### src/rtl/exec_unit.sv
// exec_unit: single-issue execution unit with registered writeback and flags.
// ALU ops complete one cycle after acceptance; the optional MUL op is an
// 8-iteration shift-add. Build macro EXEC_MUL_EN enables the multiplier; when
// undefined, op=111 completes as a no-writeback operation in one cycle.
module exec_unit #(
    parameter int DW = 8
) (
    input  logic          clk,
    input  logic          areset,
    input  logic          start,
    input  logic [2:0]    op,
    input  logic [2:0]    rd,
    input  logic [DW-1:0] opa,
    input  logic [DW-1:0] opb,
    output logic          busy,
    output logic          done,
    output logic          we,
    output logic [2:0]    waddr,
    output logic [DW-1:0] wdata,
    output logic [2:0]    flags
);

    typedef enum logic [2:0] {
        OP_ADD, OP_SUB, OP_AND, OP_OR, OP_XOR, OP_SHL, OP_SHR, OP_MUL
    } op_t;

    typedef enum logic [1:0] {
        IDLE,
        EXEC
`ifdef EXEC_MUL_EN
        , MUL
`endif
    } state_t;

    state_t        state_q, state_d;
    op_t           op_q, op_d;
    logic [2:0]    rd_q, rd_d;
    logic [DW-1:0] a_q, a_d, b_q, b_d;
    logic          busy_q, busy_d, done_q, done_d, we_q, we_d;
    logic [2:0]    waddr_q, waddr_d, flags_q, flags_d;
    logic [DW-1:0] wdata_q, wdata_d;
    logic [DW:0]   res;
    logic          wb_en;

`ifdef EXEC_MUL_EN
    localparam int CW = $clog2(DW + 1);
    logic [CW-1:0]   cnt_q, cnt_d;
    logic [2*DW-1:0] acc_q, acc_d;
`endif

    // ALU: DW+1-bit result, top bit is the carry/borrow/shifted-out bit
    always_comb begin
        res = '0;
        case (op_q)
            OP_ADD:  res = {1'b0, a_q} + {1'b0, b_q};
            OP_SUB:  res = {1'b0, a_q} - {1'b0, b_q};
            OP_AND:  res = {1'b0, a_q & b_q};
            OP_OR:   res = {1'b0, a_q | b_q};
            OP_XOR:  res = {1'b0, a_q ^ b_q};
            OP_SHL:  res = {a_q, 1'b0};
            OP_SHR:  res = {a_q[0], 1'b0, a_q[DW-1:1]};
            default: res = '0;
        endcase
`ifdef EXEC_MUL_EN
        wb_en = 1'b1;
`else
        wb_en = (op_q != OP_MUL);
`endif
    end

    // Next-state and registered-output logic
    always_comb begin
        state_d = state_q;
        op_d    = op_q;
        rd_d    = rd_q;
        a_d     = a_q;
        b_d     = b_q;
        busy_d  = busy_q;
        done_d  = 1'b0;
        we_d    = 1'b0;
        waddr_d = waddr_q;
        wdata_d = wdata_q;
        flags_d = flags_q;
`ifdef EXEC_MUL_EN
        cnt_d   = cnt_q;
        acc_d   = acc_q;
`endif
        case (state_q)
            IDLE: begin
                if (start) begin
                    op_d    = op_t'(op);
                    rd_d    = rd;
                    a_d     = opa;
                    b_d     = opb;
                    busy_d  = 1'b1;
                    state_d = EXEC;
`ifdef EXEC_MUL_EN
                    if (op_t'(op) == OP_MUL) begin
                        state_d = MUL;
                        cnt_d   = '0;
                        acc_d   = '0;
                    end
`endif
                end
            end
            EXEC: begin
                state_d = IDLE;
                busy_d  = 1'b0;
                done_d  = 1'b1;
                if (wb_en) begin
                    we_d    = 1'b1;
                    waddr_d = rd_q;
                    wdata_d = res[DW-1:0];
                    flags_d = {res[DW-1], res[DW-1:0] == '0, res[DW]};
                end
            end
`ifdef EXEC_MUL_EN
            MUL: begin
                if (cnt_q == CW'(DW)) begin
                    state_d = IDLE;
                    busy_d  = 1'b0;
                    done_d  = 1'b1;
                    we_d    = 1'b1;
                    waddr_d = rd_q;
                    wdata_d = acc_q[DW-1:0];
                    flags_d = {acc_q[DW-1], acc_q[DW-1:0] == '0, |acc_q[2*DW-1:DW]};
                end else begin
                    // b_q is consumed LSB-first by shifting it down each step
                    if (b_q[0]) begin
                        acc_d = acc_q + ({{DW{1'b0}}, a_q} << cnt_q);
                    end
                    b_d   = b_q >> 1;
                    cnt_d = cnt_q + 1'b1;
                end
            end
`endif
            default: state_d = IDLE;
        endcase
    end

    // State and output registers, asynchronously cleared
    always_ff @(posedge clk or posedge areset) begin
        if (areset) begin
            state_q <= IDLE;
            op_q    <= OP_ADD;
            rd_q    <= '0;
            a_q     <= '0;
            b_q     <= '0;
            busy_q  <= 1'b0;
            done_q  <= 1'b0;
            we_q    <= 1'b0;
            waddr_q <= '0;
            wdata_q <= '0;
            flags_q <= '0;
`ifdef EXEC_MUL_EN
            cnt_q   <= '0;
            acc_q   <= '0;
`endif
        end else begin
            state_q <= state_d;
            op_q    <= op_d;
            rd_q    <= rd_d;
            a_q     <= a_d;
            b_q     <= b_d;
            busy_q  <= busy_d;
            done_q  <= done_d;
            we_q    <= we_d;
            waddr_q <= waddr_d;
            wdata_q <= wdata_d;
            flags_q <= flags_d;
`ifdef EXEC_MUL_EN
            cnt_q   <= cnt_d;
            acc_q   <= acc_d;
`endif
        end
    end

    assign busy  = busy_q;
    assign done  = done_q;
    assign we    = we_q;
    assign waddr = waddr_q;
    assign wdata = wdata_q;
    assign flags = flags_q;

endmodule

### config.mk
export PLATFORM = sky130hd
export DESIGN_NAME = exec_unit
export DESIGN_NICKNAME = d
export VERILOG_FILES = /design/src/rtl/exec_unit.sv
export SDC_FILE = /design/constraint.sdc
export NUM_CORES = 1
export LEC_CHECK = 0
export CORE_UTILIZATION = 45
export DETAILED_ROUTE_END_ITERATION = 10
export PLACE_DENSITY = 0.69
export SLEW_MARGIN = 25
export SYNTH_ARGS = -nofsm -noshare
export SYNTH_HDL_FRONTEND = slang
export SYNTH_SLANG_ARGS = --single-unit
### constraint.sdc
create_clock -name clk -period 8 [get_ports clk]
set_input_delay 1.2 -clock clk [delete_from_list [all_inputs] [get_ports clk]]
set_output_delay 1.2 -clock clk [all_outputs]
set_load 0.03 [all_outputs]
# Yosys cells after proc, flatten, opt, wreduce, memory -nomap -nowiden
# Cells that the tools add are included.
# totals
mem_bits_ro	0
n_memories	0
latch_bits	0
elab_cells	40
ramBits	0
reg_bits	41
# op_classes
n_addsub	2
bitwise	3
n_lt_le_gt_ge	0
n_eq_ne	9
reduce_logical	7
n_div	0
shift	0
n_mux	8
n_mul	0
# op_table
op	count
one-hot mux 9 bit (7 select lines)	1
adder 8 x 8 -> 9 bit	1
equality test 3 bit, second input constant	3
subtractor 8 x 8 -> 9 bit	1
bitwise AND 8 bit	1
zero test 8 bit	1
bitwise OR 8 bit	1
XOR 8 bit	1
equality test 3 x 2 -> 1 bit, second input constant	2
AND reduction 2 bit	3
2-to-1 mux 1 bit	4
2-to-1 mux 2 bit	2
equality test 3 x 1 -> 1 bit, second input constant	1
zero test 3 bit	1
!= test 3 bit, second input constant	1
equality test 2 x 1 -> 1 bit, second input constant	1
zero test 2 bit	1
!= test 2 bit, second input constant	1
one-hot mux 1 bit (2 select lines)	1
nonzero test 2 bit	1

# Logic depth before layout (Yosys ltp)
# Gate-level depths: netlist of the first run.
# depth
word_depth	3
ltp_mapped	13
depth_no_buf	12

# Worst setup path before layout of the first run
# No wires, ideal clock.
# synth_path
kind	reg-to-reg
start	register op_q[2]
end	register flags_q[1], in the netlist flags[1]
slack_ns	4.882
stages_incl_launch_ff	13
setup_ns	0.092
arrival_ns	3.026
t_required_ns	7.908
period_less_slack_ns	3.118
n_path_buf	2
path_cell_list	dfrtp_1 > buf_6 > buf_6 > nor2_1 > nand2_1 > mux2i_1 > fa_1 > a21o_1 > a211oi_1 > o21ai_0 > or4_1 > a211o_1 > o31ai_2
# synth_between
elab_chain_cells	3
# synth_rtl
item	line	text
from (decl)	36	op_t op_q, op_d;
from (signal assigned)	161	op_q <= op_d;
equality test 3 bit, or another cell as far along	54	case (op_q)
one-hot mux 9 bit (7 select lines)	54	
zero test 8 bit	114	flags_d = {res[DW-1], res[DW-1:0] == '0, res[DW]};
to (signal assigned)	170	flags_q <= flags_d;
to (decl)	40	logic [2:0] waddr_q, waddr_d, flags_q, flags_d;
# Parallel ways exist; a longest one is shown, timed or not.
# A chain may end at the register's enable or synchronous reset.

# Final worst setup path of the first run
# Ends and elaborated chain as after synthesis.

==> out/results.ini, run 1 <==
[worst_setup_path]
crit_family=simple AND/OR/NAND/NOR gates
critPathRequiredTime_ps=8220
critPathBufInv=0
critPathLaunchType=flop
cp.arrival_ps=3940
critical_path.max_stage_delay_ps=660
crit_slowest_cell=dfrtp_1
crit_path_max_fanout=25
crit_chain=nor2_1 -> nand2_1 -> mux2i_1 -> fa_1 -> a21o_1 -> a211oi_1 -> o21ai_0 -> or4_1 -> a211o_1 -> o31ai_2
timing.critical_path.to_type=flop
critPathKind=flop to flop

[yosys]
synthesis_stage_register_bit_count=38
synth_edf_count=0
synthesis.area_per_instance_um2=9.14
dominantRegCellSynth=dfrtp_1
synth-async-reset-ratio_pct=100
synthesis.area_mm2=0.00258
post-synth-top-count-cell=nand2_1
postSynthCellCount=282
yosys.area.top_type=dfrtp_1
syn-num-nets=333
synth_top_cells_by_area=dfrtp_1 (37%), ha_1 (12%), nand2_1 (6.3%)
yosysTopAreaCellShare_pct=36.9
synth-seq-area-share_pct=36.9
synthesis.yosys.warnings=0
leading_post_synthesis_cells_by_instance_count=nand2_1 (43), dfrtp_1 (38), o21ai_0 (27)
synth_cell_type_count=48

[route]
drc=0
routed-via-count=2139
drtPass1Iterations=5
routed_wirelength_um=6250
vias_per_cell=5.46
wl_per_cell_um=15.9
detail-route-antenna-nets=0
dr.first_iter.drc_count=174

[die]
fp-row-count=27
number_of_top_level_pins=42
design.die.area_mm2=0.00604
initial_cell_density_of_the_core_pct=46.8
die_x_um=77.7
die_height_um=77.7
coreArea_mm2=0.00551

[clock_tree]
cts_root_buffer=clkbuf_8
clk-insertion-delay-late_ps=300
clk_pin_slew_ps=90
clk_path_buf_depth=2
cts_num_sinks=38
post_cts_resized=0
h-tree-depth=2
tritoncts_clock_tree=built
post-cts-setup-buffer-count=0
tritoncts.num_buffers=5
ctsHoldBuffers=0

[min_path]
worst_hold_path_type=flop to flop

[power_and_ir_drop]
pwr_density_cell_mw_per_mm2=258
vdd.ir_drop.worst_mv=0.126
power_leakage_nw=1.39

[timing]
final.min_clock_period_ps=3720
rsz0062_at_grt=false
final_max_slew_viol_count=0
hold_violations=0
final_hold_slack_ps=465
finalSetupTns_ps=0
setup_viol_count_final=0
period_share_pct=46.6
timing.max_slew.rel_slack_pct=49.6
clock-skew-final_ps=13.6
worst_slew_pin_slew_ps=756
achievable-frequency_mhz=269

[layout]
ratio_of_cells_with_drive_above_1_in_the_final_layout_pct=8.75
post-route-cell-area_mm2=0.00312
finalNetCount=370
num_antenna_cells=0
layout-area-overhead-vs-synth_pct=20.9

[place]
dpl-instance-area_mm2=0.00302
gp_congestion=0.942
port_buffers=41
hpwl_um=4750

[global_routing]
globalRouteTotalUtil_pct=22.8
globalRoute.totalOverflow=0
grt_pass1_vias=2026
grt_start_max_net_pins=42
grt_antenna_before_repair=0
grt_pass1_wl_um=10500

[job]
timing.max_cap.violations=0

[outcome]
run_status=finished, final reports clean

-- final timing paths --
| kind | from | end | slack (ps) | cells after the start |
|---|---|---|---|---|
| setup / recovery | op_q[2] | flags[1] | 4280 | 10 |
| hold reg to reg | rd_q[0] | waddr[0] | 470 | 2 |
| setup reg to reg | op_q[2] | flags[1] | 4280 | 10 |
| hold / removal | rd_q[0] | waddr[0] | 470 | 2 |
| max in group asynchronous | areset | b_q[2] | 6320 | 3 |
| min in group asynchronous | areset | flags[1] | 1320 | 3 |
-- cells by family after synthesis --
group | after synthesis | share of synthesized area, %
compound gates | 77 | 19.1
simple gates | 77 | 13.6
flops | 38 | 36.9
mux | 19 | 8.44
fa+ha+maj | 26 | 12.9
xor+xnor | 7 | 2.38
buf+inv | 38 | 6.70
-- worst register-to-register path, cell delays in order (launching register included) --
cell and delay [ps]:
dfrtp_1 660, nor2_1 500, nand2_1 200, mux2i_1 220, fa_1 480, a21o_1 200
a211oi_1 230, o21ai_0 170, or4_1 540, a211o_1 250, o31ai_2 210
-- cell type report --
type	instances	area (um^2)
multi-input cells	206	1460
clock inverters	2	12.5
fillers	514	2390
inverters	24	90.1
flip-flops and latches	38	951
well taps	72	90.1
repair buffers	44	433
clock buffers	6	82.6
-- stage by stage --
step / power (W) / cells / util, % / setup slack [ps]
floorplan: 0.000539 / 282 / - / 4880
global placement: 0.000660 / 384 / 54.9 / 4430
detailed placement: 0.000663 / 384 / 54.9 / 4370
CTS: 0.000805 / 392 / 56.6 / 4340
global route: 0.000856 / 392 / 56.6 / 4070
finish: 0.000803 / 392 / 56.6 / 4280
-- state kept, by name (all words and copies together) (netlist names) --
name and flops:
flags 3, done 1, op_q 3, waddr 3
wdata 7, we 1, busy 1, a_q 8
rd_q 3, b_q 8
-- power breakdown --
group	switching [W]	total [W]	internal, W
combinational	0.000210	0.000384	0.000174
sequential	0.0000473	0.000279	0.000232
clock	0.0000711	0.000140	0.0000693
total	0.000328	0.000803	0.000475
-- cell usage in the layout, fill, tap and decap left out, types with 4 or more instances in the layout --
cell and instances:
a21oi_1 11, clkbuf_8 6, clkdlybuf4s50_1 41, dfrtp_1 38, ha_1 25, inv_1 24, mux2_2 11, mux2i_1 6
nand2_1 43, nor2_1 9, nor2b_1 8, o211ai_1 4, o21a_1 4, o21ai_0 27, o31ai_1 6, xnor2_1 7
-- layer usage --
metal  routed length, um  track usage [%]  part of all wire [%]  vias up
met1                2930             33.1                    47     1011
met4                  46             6.04                  0.74        0
met5                   0                0                     0        -
met3                 360             3.53                   5.8        5
li1                    -                -                     -     1047
met2                2920             35.0                    47       76
Power figures use the tool's default switching activity.
==> run 2: changes to the inputs <==
==> constraint.sdc (replaced) <==
create_clock -name clk -period 3.7 [get_ports clk]
set_input_delay 0.555 -clock clk [delete_from_list [all_inputs] [get_ports clk]]
set_output_delay 0.555 -clock clk [all_outputs]
set_load 0.03 [all_outputs]
==> run 2 against run 1 <==
Non-clock buffer count up 4. Flip-flop and latch count unchanged. Cell count up 1.0%. Clock skew down 6.4 ps. Critical path type unchanged. Register-to-register slack worse by 3900 ps. Routed wire length down 0.67%. Sequential share of layout area down 0.69 points. Highest routed layer unchanged.
==> out/results.ini, run 2 (same netlist as run 1, synthesis figures left out) <==
[timing]
rsz0062_at_grt=false
final_max_slew_viol_count=0  ; unchanged
finalSetupTns_ps=0  ; unchanged
achievable-frequency_mhz=305  ; +14%
clock-skew-final_ps=7.20  ; -6.41 ps
period_share_pct=88.6  ; +42 points
final.min_clock_period_ps=3280  ; -447 ps
hold_violations=0  ; unchanged
setup_viol_count_final=0  ; unchanged
timing.max_slew.rel_slack_pct=48.8  ; -0.81 points
worst_slew_pin_slew_ps=765  ; +8.68 ps

[layout]
num_antenna_cells=0  ; unchanged
multi_input_comb_area_mm2=0.00146  ; unchanged
layout-area-overhead-vs-synth_pct=23.7
num-fill-cells=503  ; -2.1%
post-route-cell-area_mm2=0.00319  ; +2.3%
finalNetCount=374  ; +1.1%
layout_common_cells=nand2_1 (43), clkdlybuf4s50_1 (41), dfrtp_1 (38), o21ai_0 (27), ha_1 (25)
ratio_of_cells_with_drive_above_1_in_the_final_layout_pct=9.88  ; +1.1 points
postLayoutCoreUtil_pct=57.9  ; +1.3 points
sequential_area_um2=951  ; unchanged
most_frequent_standard_cell_in_the_layout_excluding_fill_and_tap_cells=nand2_1

[global_routing]
globalRouteTotalUtil_pct=23.0  ; +0.21 points
globalRoute.totalOverflow=0  ; unchanged
grt_antenna_before_repair=0  ; unchanged
grt_pass1_wl_um=10800  ; +3.2%
grt_start_max_net_pins=25  ; -40%
grt_pass1_vias=2270  ; +12%

[place]
gp_congestion=0.851  ; -9.7%
port_buffers=41  ; unchanged
hpwl_um=4710  ; -0.72%
dpl-instance-area_mm2=0.00305  ; +0.99%

[die]
initial_cell_density_of_the_core_pct=46.8  ; unchanged
die_x_um=77.7  ; unchanged
fp-row-count=27  ; unchanged
die_height_um=77.7  ; unchanged
design.die.area_mm2=0.00604  ; unchanged
coreArea_mm2=0.00551  ; unchanged
number_of_top_level_pins=42  ; unchanged

[power_and_ir_drop]
power_leakage_nw=1.43  ; +2.9%
vdd.ir_drop.worst_mv=0.252  ; +100%
design_power_total_w=0.00186  ; +130%
pwr_density_cell_mw_per_mm2=584  ; +130%

[job]
timing.max_cap.violations=0  ; unchanged

[clock_tree]
tritoncts.num_buffers=5  ; unchanged
cts_num_sinks=38  ; unchanged
clk_path_buf_depth=2  ; unchanged
h-tree-depth=2  ; unchanged
ctsHoldBuffers=0  ; unchanged
clk-insertion-delay-late_ps=290  ; about the same
clk_pin_slew_ps=80  ; about the same
tritoncts_clock_tree=built
post-cts-setup-buffer-count=0  ; unchanged
post_cts_resized=0  ; unchanged
cts_root_buffer=clkbuf_8

[worst_setup_path]
critPathKind=flop to flop
critPathLaunchType=flop
crit_slowest_cell=or4_1
worst-r2r-setup-slack_ps=420  ; -3850 ps
critPathBufInv=0  ; unchanged
critical_path.max_stage_delay_ps=530  ; -130 ps
crit_path_max_fanout=6  ; -76%
timing.critical_path.to_type=flop
crit_chain=nor2_1 -> nand2_1 -> mux2i_1 -> fa_1 -> a21o_1 -> a211oi_1 -> o21ai_0 -> or4_1 -> a211o_1 -> o31ai_2
crit_family=simple AND/OR/NAND/NOR gates
cp.arrival_ps=3480  ; -460 ps
critPathRequiredTime_ps=3910  ; -4310 ps

[route]
wl_per_cell_um=15.7  ; -1.7%
drtPass1Iterations=4  ; -1
vias_per_cell=5.49  ; +0.61%
routed_wirelength_um=6210  ; -0.67%
routed-via-count=2174  ; +1.6%
drc=0  ; unchanged
dr.first_iter.drc_count=216  ; +24%
detail-route-antenna-nets=0  ; unchanged

[outcome]
run_status=finished, final reports clean

[min_path]
worst_hold_path_type=flop to flop

==> run 2: cell types whose count changed in the layout (fill, tap and decap cells not counted) <==
cell / before / now
clkbuf_8: 6 / 5
clkinv_2: 1 / 0
clkinv_4: 0 / 1
bufinv_16: 0 / 2
clkinvlp_4: 1 / 0
buf_4: 3 / 7
==> run 2: metal layers <==
metal,track usage [%],share of wire (%),vias up
met5,0,0,-
met3,4.35,5.0,13
met1,31.6,47,1029
met4,6.79,2.3,0
met2,36.5,46,78
li1,-,-,1054
==> run 2: area by class of cell <==
class	count	share of cell area (%)
flip-flops and latches	38	29.8
multi-input cells	206	45.7
well taps	72	2.82
inverters	24	2.82
clock inverters	3	2.16
clock buffers	5	2.16
repair buffers	48	14.5
==> run 2: path summary, 6_finish.rpt <==
check                        start        to  depth (start not counted)
setup / recovery           op_q[1]  flags[1]                         10
hold / removal             rd_q[0]  waddr[0]                          2
setup reg to reg           op_q[1]  flags[1]                         10
hold reg to reg            rd_q[0]  waddr[0]                          2
max in group asynchronous   areset   op_q[2]                          3
min in group asynchronous   areset  waddr[1]                          2
==> run 2: worst register-to-register path: cells and delay by family, from the launching register on <==
kind / cells / cell delay [ps]
flip-flops: 1 / 380
AO/OA/AOI/OAI: 5 / 1030
multiplexers: 1 / 220
AND/OR/NAND/NOR: 3 / 1080
adder cells (fa/ha/maj): 1 / 480
==> run 2: through the flow <==
step,std cells,worst slack (ps),hold WS [ps]
6_report,396,422,472
5_1_grt,396,209,492
4_1_cts,396,474,475
3_5_place_dp,388,520,454
3_3_place_gp,388,601,445
2_1_floorplan,282,582,435
==> run 2: power breakdown <==
part           total (W)  switching [W]  internal (W)
Clock           0.000427       0.000156      0.000270
Sequential      0.000576      0.0000748      0.000501
Combinational   0.000861       0.000479      0.000382
Total            0.00186       0.000710       0.00115
==> run 3: changes to the inputs <==
--- a/config.mk
+++ b/config.mk
@@ -5,6 +5,7 @@
 export SDC_FILE = /design/constraint.sdc
 export NUM_CORES = 1
 export LEC_CHECK = 0
+export ABC_CLOCK_PERIOD_IN_PS = 3700
 export CORE_UTILIZATION = 45
 export DETAILED_ROUTE_END_ITERATION = 10
 export PLACE_DENSITY = 0.69
==> results of run 3 <==
Same layout as run 2: the final DEF is identical, and so are final timing and power.
